`src/rtl/spi_word_sequencer_pkg.sv`:
```
// spi_word_sequencer shared package.
// State encoding and default parameter values.
package spi_word_sequencer_pkg;

    localparam int DEF_WORDWIDTH     = 8;
    localparam int DEF_RX_DEPTH_LOG2 = 2;
    localparam int DEF_CS_GAP_CLKS   = 2;
    localparam int DEF_TIMEOUT_CLKS  = 1024;

    typedef enum logic [2:0] {
        IDLE    = 3'd0,
        ENABLE  = 3'd1,
        TRIGGER = 3'd2,
        WAIT    = 3'd3,
        HOLD    = 3'd4,
        GAP     = 3'd5
    } state_t;

endpackage

```
`src/rtl/spi_word_sequencer_rx_fifo.sv`:
```
// RX word FIFO for spi_word_sequencer.
// Wrapping pointers plus a count with one extra bit for full/empty.
module spi_word_sequencer_rx_fifo #(
    parameter int WIDTH      = 8,
    parameter int DEPTH_LOG2 = 2
) (
    input  logic             clk,
    input  logic             rst,
    input  logic             push,
    input  logic [WIDTH-1:0] push_data,
    input  logic             pop,
    output logic [WIDTH-1:0] rd_data,
    output logic             valid,
    output logic             full
);

    localparam int DEPTH = 1 << DEPTH_LOG2;

    logic [WIDTH-1:0]      mem [DEPTH];
    logic [DEPTH_LOG2-1:0] wr_ptr;
    logic [DEPTH_LOG2-1:0] rd_ptr;
    logic [DEPTH_LOG2:0]   count;
    logic                  do_push;
    logic                  do_pop;

    assign valid   = (count != '0);
    assign full    = (count == (DEPTH_LOG2+1)'(DEPTH));
    assign do_pop  = pop & valid;
    assign do_push = push & (~full | do_pop);
    assign rd_data = mem[rd_ptr];

    // Storage, pointers and occupancy; push and pop may share an edge.
    always_ff @(posedge clk or posedge rst) begin
        if (rst) begin
            for (int i = 0; i < DEPTH; i++) begin
                mem[i] <= '0;
            end
            wr_ptr <= '0;
            rd_ptr <= '0;
            count  <= '0;
        end else begin
            if (do_push) begin
                mem[wr_ptr] <= push_data;
                wr_ptr      <= wr_ptr + DEPTH_LOG2'(1);
            end
            if (do_pop) begin
                rd_ptr <= rd_ptr + DEPTH_LOG2'(1);
            end
            if (do_push && !do_pop) begin
                count <= count + (DEPTH_LOG2+1)'(1);
            end else if (do_pop && !do_push) begin
                count <= count - (DEPTH_LOG2+1)'(1);
            end
        end
    end

endmodule

```
`src/rtl/spi_word_sequencer.sv`:
```
// Word sequencer driving an SPI master's control ports.
// Optional watchdog: define SPI_WORD_SEQUENCER_WATCHDOG_EN.
module spi_word_sequencer
    import spi_word_sequencer_pkg::*;
#(
    parameter int WORDWIDTH     = DEF_WORDWIDTH,
    parameter int RX_DEPTH_LOG2 = DEF_RX_DEPTH_LOG2,
    parameter int CS_GAP_CLKS   = DEF_CS_GAP_CLKS,
    parameter int TIMEOUT_CLKS  = DEF_TIMEOUT_CLKS
) (
    input  logic                 system_clk,
    input  logic                 rst,
    input  logic [WORDWIDTH-1:0] tx_data,
    input  logic                 tx_last,
    input  logic                 tx_valid,
    output logic                 tx_ready,
    output logic [WORDWIDTH-1:0] rx_data,
    output logic                 rx_valid,
    input  logic                 rx_ready,
    output logic                 busy,
    output logic                 timeout_err,
    output logic                 m_xfer_enable,
    input  logic                 m_xfer_idle,
    output logic                 m_xfer_word_trigger,
    input  logic                 m_xfer_word_completed,
    output logic [WORDWIDTH-1:0] m_data_tx,
    input  logic [WORDWIDTH-1:0] m_data_rx
);

    localparam int GW = $clog2(CS_GAP_CLKS + 1);
    localparam logic [GW-1:0] GAP_END = GW'(CS_GAP_CLKS - 1);

    if (CS_GAP_CLKS < 1) begin : g_bad_gap
        $error("CS_GAP_CLKS must be at least 1");
    end
    if (TIMEOUT_CLKS < 1) begin : g_bad_timeout
        $error("TIMEOUT_CLKS must be at least 1");
    end

    state_t          state;
    state_t          state_next;
    logic            ready_en;
    logic            last_q;
    logic            accept;
    logic            push;
    logic            fifo_full;
    logic            timeout;
    logic [GW-1:0]   gap_cnt;

    assign tx_ready = ready_en & ~fifo_full
                    & ((state == IDLE) | (state == HOLD));
    assign accept   = tx_valid & tx_ready;
    assign push     = (state == WAIT) & m_xfer_word_completed;
    assign busy     = (state != IDLE);

    assign m_xfer_enable = (state == ENABLE) | (state == TRIGGER)
                         | (state == WAIT)   | (state == HOLD);
    assign m_xfer_word_trigger = (state == TRIGGER);

`ifdef SPI_WORD_SEQUENCER_WATCHDOG_EN
    localparam int TW = $clog2(TIMEOUT_CLKS + 1);

    logic [TW-1:0] wd_cnt;
    logic          wd_run;
    logic          wd_hit;
    logic          progress;

    assign wd_run   = (state == ENABLE) | (state == WAIT);
    assign wd_hit   = (wd_cnt == TW'(TIMEOUT_CLKS - 1));
    assign progress = ((state == ENABLE) & m_xfer_idle)
                    | ((state == WAIT) & m_xfer_word_completed);
    assign timeout  = wd_run & wd_hit & ~progress;

    // Watchdog: counts clocks spent in ENABLE/WAIT, cleared on entry.
    always_ff @(posedge system_clk or posedge rst) begin
        if (rst) begin
            wd_cnt <= '0;
        end else if (!wd_run || (state_next != state)) begin
            wd_cnt <= '0;
        end else begin
            wd_cnt <= wd_cnt + TW'(1);
        end
    end
`else
    assign timeout = 1'b0;
`endif

    assign timeout_err = timeout;

    // State register, tx word capture, GAP length counter.
    always_ff @(posedge system_clk or posedge rst) begin
        if (rst) begin
            state     <= IDLE;
            ready_en  <= 1'b0;
            last_q    <= 1'b0;
            m_data_tx <= '0;
            gap_cnt   <= '0;
        end else begin
            state    <= state_next;
            ready_en <= 1'b1;
            if (accept) begin
                m_data_tx <= tx_data;
                last_q    <= tx_last;
            end
            if (state == GAP) begin
                gap_cnt <= gap_cnt + GW'(1);
            end else begin
                gap_cnt <= '0;
            end
        end
    end

    // Next-state logic; completion wins over a coincident timeout.
    always_comb begin
        state_next = state;
        unique case (state)
            IDLE: begin
                if (accept) state_next = ENABLE;
            end
            ENABLE: begin
                if (m_xfer_idle) state_next = TRIGGER;
                else if (timeout) state_next = GAP;
            end
            TRIGGER: begin
                state_next = WAIT;
            end
            WAIT: begin
                if (m_xfer_word_completed) begin
                    state_next = last_q ? GAP : HOLD;
                end else if (timeout) begin
                    state_next = GAP;
                end
            end
            HOLD: begin
                if (accept) state_next = TRIGGER;
            end
            GAP: begin
                if (gap_cnt == GAP_END) state_next = IDLE;
            end
            default: begin
                state_next = IDLE;
            end
        endcase
    end

    spi_word_sequencer_rx_fifo #(
        .WIDTH      (WORDWIDTH),
        .DEPTH_LOG2 (RX_DEPTH_LOG2)
    ) u_rx_fifo (
        .clk       (system_clk),
        .rst       (rst),
        .push      (push),
        .push_data (m_data_rx),
        .pop       (rx_ready),
        .rd_data   (rx_data),
        .valid     (rx_valid),
        .full      (fifo_full)
    );

endmodule

```
`config.mk`:
```
export PLATFORM = sky130hd
export DESIGN_NAME = spi_word_sequencer
export DESIGN_NICKNAME = d
export VERILOG_FILES = /design/src/rtl/spi_word_sequencer_pkg.sv /design/src/rtl/spi_word_sequencer_rx_fifo.sv /design/src/rtl/spi_word_sequencer.sv
export SDC_FILE = /design/constraint.sdc
export NUM_CORES = 1
export LEC_CHECK = 0
export ABC_AREA = 1
export CORE_ASPECT_RATIO = 0.75
export CORE_UTILIZATION = 36
export CTS_CLUSTER_DIAMETER = 150
export DETAILED_ROUTE_END_ITERATION = 8
export PLACE_DENSITY = 0.59
export SLEW_MARGIN = 20
export SYNTH_ARGS = -nofsm -noshare
export SYNTH_HDL_FRONTEND = slang
export SYNTH_HIERARCHICAL = 1
export SYNTH_SLANG_ARGS = --single-unit
```
`constraint.sdc`:
```
create_clock -name system_clk -period 2.7 [get_ports system_clk]
set_clock_uncertainty 0.2 [all_clocks]
set_input_delay 0.405 -clock system_clk [delete_from_list [all_inputs] [get_ports system_clk]]
set_output_delay 0.405 -clock system_clk [all_outputs]
set_load 0.005 [all_outputs]
```
==> results of run 1 <==
-- stage by stage --
stage               setup slack (ps)  cell area (um2)  cells  util [%]  power [W]
global placement               267.9             3261    456     43.87   0.003059
CTS                            162.0             3374    464     45.40   0.003656
floorplan                      426.6             2794    322         -   0.002406
detailed placement             209.3             3261    456     43.87   0.003095
finish                         178.4             3374    464     45.40   0.003629
global route                   47.93             3374    464     45.40   0.003922
-- worst reg2reg max path, delay by kind of cell, from the launching register on --
kind | cells | cell delay [ps]
DFF | 1 | 440
adders and majority gates | 2 | 540
xor gates and xnor gates | 1 | 150
buffers and inverters | 3 | 310
and+or+nand+nor | 5 | 540
-- flip-flops by register name, summed over array words and instances, names as in the netlist --
register          count
u_rx_fifo/count       3
last_q                1
u_rx_fifo/mem        32
m_data_tx             8
gap_cnt               2
u_rx_fifo/wr_ptr      2
state                 3
u_rx_fifo/rd_ptr      2
ready_en              1
-- synthesized netlist by cell type (all sizes together) (2+ instances only) --
| master | instances | area share [%] |
|---|---|---|
| inv | 29 | 3.9 |
| o21ai | 26 | 5.9 |
| dfrtp | 54 | 48 |
| ha | 6 | 2.7 |
| buf | 18 | 5.5 |
| nor3 | 2 | 0.36 |
| conb | 2 | 0.27 |
| nand3 | 10 | 3.1 |
| xor2 | 2 | 0.63 |
| xnor2 | 2 | 0.63 |
| o211ai | 2 | 0.54 |
| nand2 | 98 | 13 |
| nor2 | 25 | 3.8 |
| nand4 | 32 | 7.2 |
| o22ai | 8 | 1.8 |
-- cell families (layout without fill, tap and decap cells) --
group	count (synthesis)	in the layout	synth area share [%]
adder cells (fa/ha/maj)	7	7	3.403
XOR/XNOR	4	4	1.254
AO/OA/AOI/OAI	39	39	8.957
flip-flops	54	54	48.37
multiplexers	1	1	0.4030
buffers and inverters	47	88	9.360
AND/OR/NAND/NOR	168	168	27.99
other	2	2	0.2688
-- routing by layer --
| metal | part of all wire (%) | GRT usage, % |
|---|---|---|
| met2 | 44 | 26.78 |
| met3 | 6.2 | 3.738 |
| met5 | 0 | 0 |
| met4 | 1.2 | 5.143 |
| met1 | 48 | 22.93 |
-- worst max path at each step --
stage                                     from                              to  slack [ps]  cells past startpoint
4_1_cts        u_rx_fifo/rd_ptr[1]$_DFFE_PP0P_                      rx_data[5]         160                      4
3_3_place_gp             m_xfer_word_completed  u_rx_fifo/count[2]$_DFFE_PP0P_         270                     11
6_report       u_rx_fifo/rd_ptr[1]$_DFFE_PP0P_                      rx_data[5]         180                      4
3_5_place_dp             m_xfer_word_completed  u_rx_fifo/count[2]$_DFFE_PP0P_         210                     11
2_1_floorplan             state[2]$_DFFE_PP0P_  u_rx_fifo/count[1]$_DFFE_PP0P_         430                     10
5_1_grt        u_rx_fifo/rd_ptr[1]$_DFFE_PP0P_                      rx_data[0]          50                      4
-- report_power, final --
part	leakage, nW	internal (W)	switching (W)
combinational	0.901	0.000793	0.000867
clock	0.0504	0.000276	0.000287
sequential	0.703	0.00115	0.000254
total	1.65	0.00222	0.00141
-- area by class of cell --
cell class	instances	share of cell area (%)
Clock buffer	5	2.039
Clock inverter	3	1.335
Inverter	29	3.226
Multi-Input combinational cell	221	35.08
Sequential cell	54	40.04
Tap cell	101	3.745
Timing Repair Buffer	51	14.53
==> summary.md, run 1 <==
The run gives 0.3520 mV as the worst IR drop on VDD. The post-route netlist has 10.74% of its cells at a drive strength greater than 1. The logs give 0 for the number of gates resized after CTS and 352 for the number of nets produced by synthesis. The tools report the count of hold-fix buffers inserted at cts as 0.

The H-tree generated during clock tree synthesis spans 2 levels. The layout overhead on the synthesized area is 20.78%. The signal on the critical path passes through inv_1 -> o21ai_0 -> o22ai_1 -> clkdlybuf4s50_1. The tools report the relative max-transition margin as 60.85%. In this run, synthesis inferred 0 flip-flops with an integrated enable. For the final hold violation count, the log shows 0. The maximum buffer depth of the clock tree is 2.

The largest fanout on the critical path was 8. The die boundary width came out at 103.7 um. The number of antenna violations at the first check in global routing was 0. Port buffer count: 43.

From bottom edge to top edge, the die measures 78.30 um. STA classifies the critical path endpoint as an output pin. For this design the static power due to leakage is 1.655 nW.

After synthesis the netlist holds a flip-flop and latch count of 54. TritonCTS built the clock tree. 0 antenna diodes ended up in the layout.

The power per cell area came out at 1075 nW/um2. In this run, the number of DRC markers left after iteration 0 of detailed routing was 111. The logs give 1184 um2 for the total area of multi-input combinational cells and 4389 um for the HPWL after detailed placement. On the worst path, the slowest cell contributes a delay of 540 ps. The global-route usage over all layers is 16.80%, and the final routed wire length divided by cell count is 13.78 um.

The tools report the placeable core area as 7432 um2. For the worst setup path, the data required time is 2100 ps. For this run, design rule violations remaining after detail routing come to 0.

For the worst-skew pair, the clock arrives at the later sink with an insertion delay of 310 ps. The worst setup path is launched from a flop. The tools report the number of global-route vias before repair as 2195. The depth of the worst hold-timing path came out at 1. The flow ran to the end, and the final reports show no timing, DRC or antenna violations. Once the clock tree was built, the setup fixing pass inserted 0 buffers. Slowest library cell on the worst path: clkdlybuf4s50_1.

Setup slack on the worst reg-to-reg path comes out at 420 ps. The logs give 0 for the count of final max-slew check failures and 254.5 ps for the final-layout worst hold slack. For this block, the routed nets add up to 6393 um of wire. Registers take 1351 um2.

The worst hold path begins at gap_cnt[0]$_DFF_PP0_. Clock tree synthesis selected as its root buffer the cell clkbuf_8. The category of the most critical setup path is reg2out. Static timing analysis puts the maximum clock frequency at 396.6 MHz.

Of all flip-flops after synthesis, the portion carrying an async set or reset was 100.0%. The total of max-cap violations was 0; the proportion of synthesized chip area in sequential cells was 48.37%. In this run the critical register-to-register path is captured at u_rx_fifo/count[2]$_DFFE_PP0P_. The routed layout has 2280 vias. The initial standard-cell utilization of the core is 37.59%. The synthesized instance count came out at 322.

Sink of the worst hold path: gap_cnt[0]$_DFF_PP0_. After clock tree synthesis, the clock-pin slew on the worst setup and hold paths is 100 ps. The run gives 1920 ps as the data arrival time of the critical path. Using the TritonRoute via totals, the vias-per-cell ratio works out to 4.914. The logs give 0 for the final count of negative-setup-slack endpoints and 2794 um2 for the cell area after synthesis. The accumulated negative setup slack was 0 ps; the total number of clock tree sinks was 54. The post-layout minimum cycle time came out at 2522 ps. The total of warnings raised by yosys was 6.

The predominant post-synthesis flop cell was dfrtp_1. The die covers 8121 um2. The first-pass GRT wire length is 10750 um. Setup repair after global routing left no endpoint under its margin. Leaving out fill and tap cells, the most frequent cell in the layout is nand2_1. For this run, the post-layout net count is 392. A synthesized cell averages 8.677 um2. On the critical path the largest part of the delay comes from buffers and inverters. At the pin with the least slew margin, the transition time is 586.5 ps.

The pre-antenna-repair detailed-routing pass consisted of 4 iterations. The top cell types in the final layout, fill and taps aside, are nand2_1, dfrtp_1, clkdlybuf4s50_1, nand4_1, inv_1. Measured in cells, the most critical reg-to-reg path has a length of 11.

Path type of the worst min-delay path: reg2reg. Of the available clock period, the critical path in the final layout requires 93.39%. The synthesized netlist contains 31 unique library cells. After filler insertion, the fill cell instance count of the layout stands at 742. Entering global routing, the biggest net connects 40 pins. The detail route stage leaves a number of antenna-violating nets equal to 0.

The initialized floorplan defines 27 standard-cell rows. Origin of the critical flop-to-flop path: state[2]$_DFFE_PP0P_. For this design the top-level I/O count stands at 45. The tools report the total global routing overflow as 0.

Buffers inserted during clock tree synthesis total 5. The number of buffers and inverters on the critical path is 2. For the last weighted congestion value of the routability-driven placer, the log shows 0.8442.
Note: power is estimated with default switching activity, not from simulation.
==> inputs of run 2 (changes only) <==
CAP_MARGIN = 0   (was unset)
==> results of run 2 <==
Same layout as run 1: the final DEF is identical, and so are final timing and power.
==> inputs of run 3 (changes only) <==
ABC_AREA = 0   (was 1)
PLACE_DENSITY = 0.6   (was 0.59)
==> run 3 against run 2 <==
Sequential share of layout area up 0.94 points. Combinational power fell by 9%. Register-to-register slack got worse by 170 ps. Clock power decreased by 17%. First-iteration DRC count fell by 67%. Utilization up 1.7 points. Flip-flop and latch count unchanged. Critical path type is now in2reg. Largest power group unchanged.
==> summary.md, run 3 <==
After floorplanning, the core was divided into 26 placement rows. The worst hold path belongs to the class reg2reg. The synthesized design contains 0 enable-type register cells.

The commonest cells after synthesis are dfrtp_1, mux2_4, mux2_2, inv_1, mux4_2. Detailed placement ended at an HPWL of 3290 um. The die boundary width is 101.4 um.

For this configuration, the core starts out at a cell density of 38.12%. The total number of vias came out at 1476. The total design power was 0.003405 W. The run gives 54 as the total number of clock tree sinks.

The category of the most critical setup path is in2reg. The number of global-route vias before repair is 1515, and the count of buffers added by post-CTS timing repair for setup is 0. First-pass GRT wire length: 7955 um. For the cell area after layout, the log shows 3297 um2. Pin count of the biggest net entering global routing: 40. The register bit total from synthesis is 54, and the number of iterations in the first detailed-routing pass is 4. The logs give 6994 um2 for the placeable core area and 0 for the total of max-cap violations.

For the final hold violation count, the log shows 0. The fraction of synthesis flops using an asynchronous set or reset pin is 100.0%. In this run the cell area measured after placement is 3203 um2. The run gives 2 as the maximum buffer depth of the clock tree.

Clock-pin slew was measured on the worst setup and hold paths at 100 ps. The run gives 0.3123 mV as the worst IR drop on VDD. For the worst setup path, the data required time is 2700 ps.

Synthesis produced 175 cells. Dividing the detail-routed wire length by the instance count gives 14.90 um. For the total leakage power, the log shows 1.452 nW. The largest fanout on the critical path was 2.

The run gives 2 as the depth of the CTS H-tree. The via density per instance is 4.584. The tools report the last weighted congestion value of the routability-driven placer as 0.6922.

For this run, the total global-route usage over all layers was measured as 13.60%. By area the synthesized netlist is led by dfrtp_1, mux2_4, mux4_2. The number of inserted diodes is 0. Timing would allow up to 397.7 MHz. The data arrival time of the critical path is 2510 ps. The run finished with clean final reports. After clock tree synthesis, the repair step resized 0 gates. STA classifies the critical path startpoint as an input pin.

Setup violations remaining at the end of the flow were counted as 0. In this run the mean area of a mapped cell was 15.24 um2. The run gives 6 as the total of warnings raised by yosys. In the finished design, the share of the clock period the worst path needs comes to 93.12%. Setup repair after global routing left no endpoint under its margin.

After filler insertion, the fill cell instance count of the layout stands at 609. The synthesized netlist occupies a cell area of 2666 um2. The area share of the largest cell type after synthesis was 50.68%. TritonCTS built the clock tree. The layout overhead on the synthesized area is 23.65%, and the number of violations reported at the end of detailed-routing iteration 0 is 37.

Dividing total power by cell area gives a power density of 1033 nW/um2. The library cells used most frequently in the layout, excluding fill and tap cells, are dfrtp_1, clkdlybuf4s50_1, mux2_4, mux2_2. The count of hold-fix buffers inserted at cts came out at 0.

In this run the vertical extent of the chip is 76.53 um. During placement, the flow inserted port buffers numbering 43. The number of nets produced by synthesis is 205, and the count of final max-slew check failures is 0. The synthesized design spends more area on one cell type than any other, namely dfrtp_1. The endpoint class of the critical path is a flop. The number of antenna violations at the first check in global routing is 0.

The total overflow left after global routing is 0. For the worst-skew pair, the clock arrives at the later sink with an insertion delay of 310 ps. By instance count, the leading cell after synthesis is dfrtp_1.

Sequential cells were found to cover 50.68% of the synthesized design area. For this run, the leading register cell type out of synthesis is dfrtp_1. The cell at the root of the clock tree was clkbuf_8.

Cells with a size suffix above 1 make up 33.48% of the layout. The relative max-transition margin came out at 60.24%. The largest registers in the layout are u_rx_fifo/mem x32, m_data_tx x8. The detail route stage leaves a number of antenna-violating nets equal to 0. The number of flip-flops in the largest register is 32, and the DRC violation count after routing is 0. The post-layout minimum cycle time works out to 2514 ps. Counting flops per register, the top entry is u_rx_fifo/mem. Boundary pin count: 45. After detailed routing, the total wire length is 4799 um.

The number of clock buffers added by TritonCTS is 5. The die covers 7758 um2. The synthesized netlist contains 35 unique library cells. Leaving out fill and tap cells, the most frequent cell in the layout is dfrtp_1. For the pin with the worst max-slew slack, the measured transition is 595.7 ps. For this run, the post-layout net count is 253.
[run 3: worst max-delay path: stages]
cell	delay, ps
clkdlybuf4s50_1	430
or4b_4	550
nand2_1	120
inv_1	60
ha_1	210
inv_1	70
fa_1	400
mux2_2	260
[run 3: layer usage]
| layer | global-route usage, % | part of all wire (%) |
|---|---|---|
| met5 | 0 | 0 |
| met4 | 5.217 | 0.71 |
| met3 | 3.303 | 3.1 |
| met2 | 20.27 | 46 |
| met1 | 19.01 | 50 |
[run 3: final timing paths]
path	from	endpoint	slack (ps)	cells past startpoint
max	rx_ready	u_rx_fifo/count[1]$_DFFE_PP0P_	190	8
max reg2reg	u_rx_fifo/count[0]$_DFFE_PP0P_	u_rx_fifo/count[1]$_DFFE_PP0P_	250	7
min in group asynchronous	rst	m_data_tx[0]$_DFFE_PP0P_	290	2
min	gap_cnt[0]$_DFF_PP0_	gap_cnt[0]$_DFF_PP0_	240	1
min reg2reg	gap_cnt[0]$_DFF_PP0_	gap_cnt[0]$_DFF_PP0_	240	1
max in group asynchronous	rst	u_rx_fifo/rd_ptr[1]$_DFFE_PP0P_	1610	3
[run 3: cell families (layout without fill, tap and decap cells)]
| logic type | Yosys count | in the layout | synth area share, % |
|---|---|---|---|
| muxes | 53 | 53 | 30.17 |
| DFF | 54 | 54 | 50.68 |
| AOI/OAI and AO/OA | 6 | 6 | 1.314 |
| adders and majority gates | 7 | 7 | 3.566 |
| other | 2 | 2 | 0.2817 |
| and+or+nand+nor | 29 | 29 | 8.025 |
| buffers and inverters | 18 | 67 | 3.988 |
| xor gates and xnor gates | 6 | 6 | 1.971 |
[run 3: where the power goes]
| group | total (W) | switching (W) | internal [W] |
|---|---|---|---|
| clock | 0.000470 | 0.000282 | 0.000188 |
| combinational | 0.00151 | 0.000459 | 0.00105 |
| sequential | 0.00142 | 0.000270 | 0.00115 |
[run 3: cell type report]
type,instances,area [um2],area share (%)
multi-input cells,103,1209,36.66
repair buffers,51,490.5,14.88
inverters,8,30.03,0.9108
clock buffers,5,68.82,2.087
flip-flops and latches,54,1351,40.99
well taps,98,122.6,3.719
clock inverters,3,25.02,0.7590
[run 3: stage by stage]
step | setup WS [ps] | util [%] | std cells | hold slack (ps) | TNS [ps]
3_5_place_dp | -126.0 | 45.80 | 314 | 231.0 | -126.0
4_1_cts | 169.6 | 47.14 | 322 | 245.2 | 0
5_1_grt | 86.94 | 47.14 | 322 | 275.1 | 0
2_1_floorplan | 145.3 | - | 175 | 106.5 | 0
3_3_place_gp | -80.49 | 45.80 | 314 | 219.9 | -80.49
6_report | 185.8 | 47.14 | 322 | 235.6 | 0
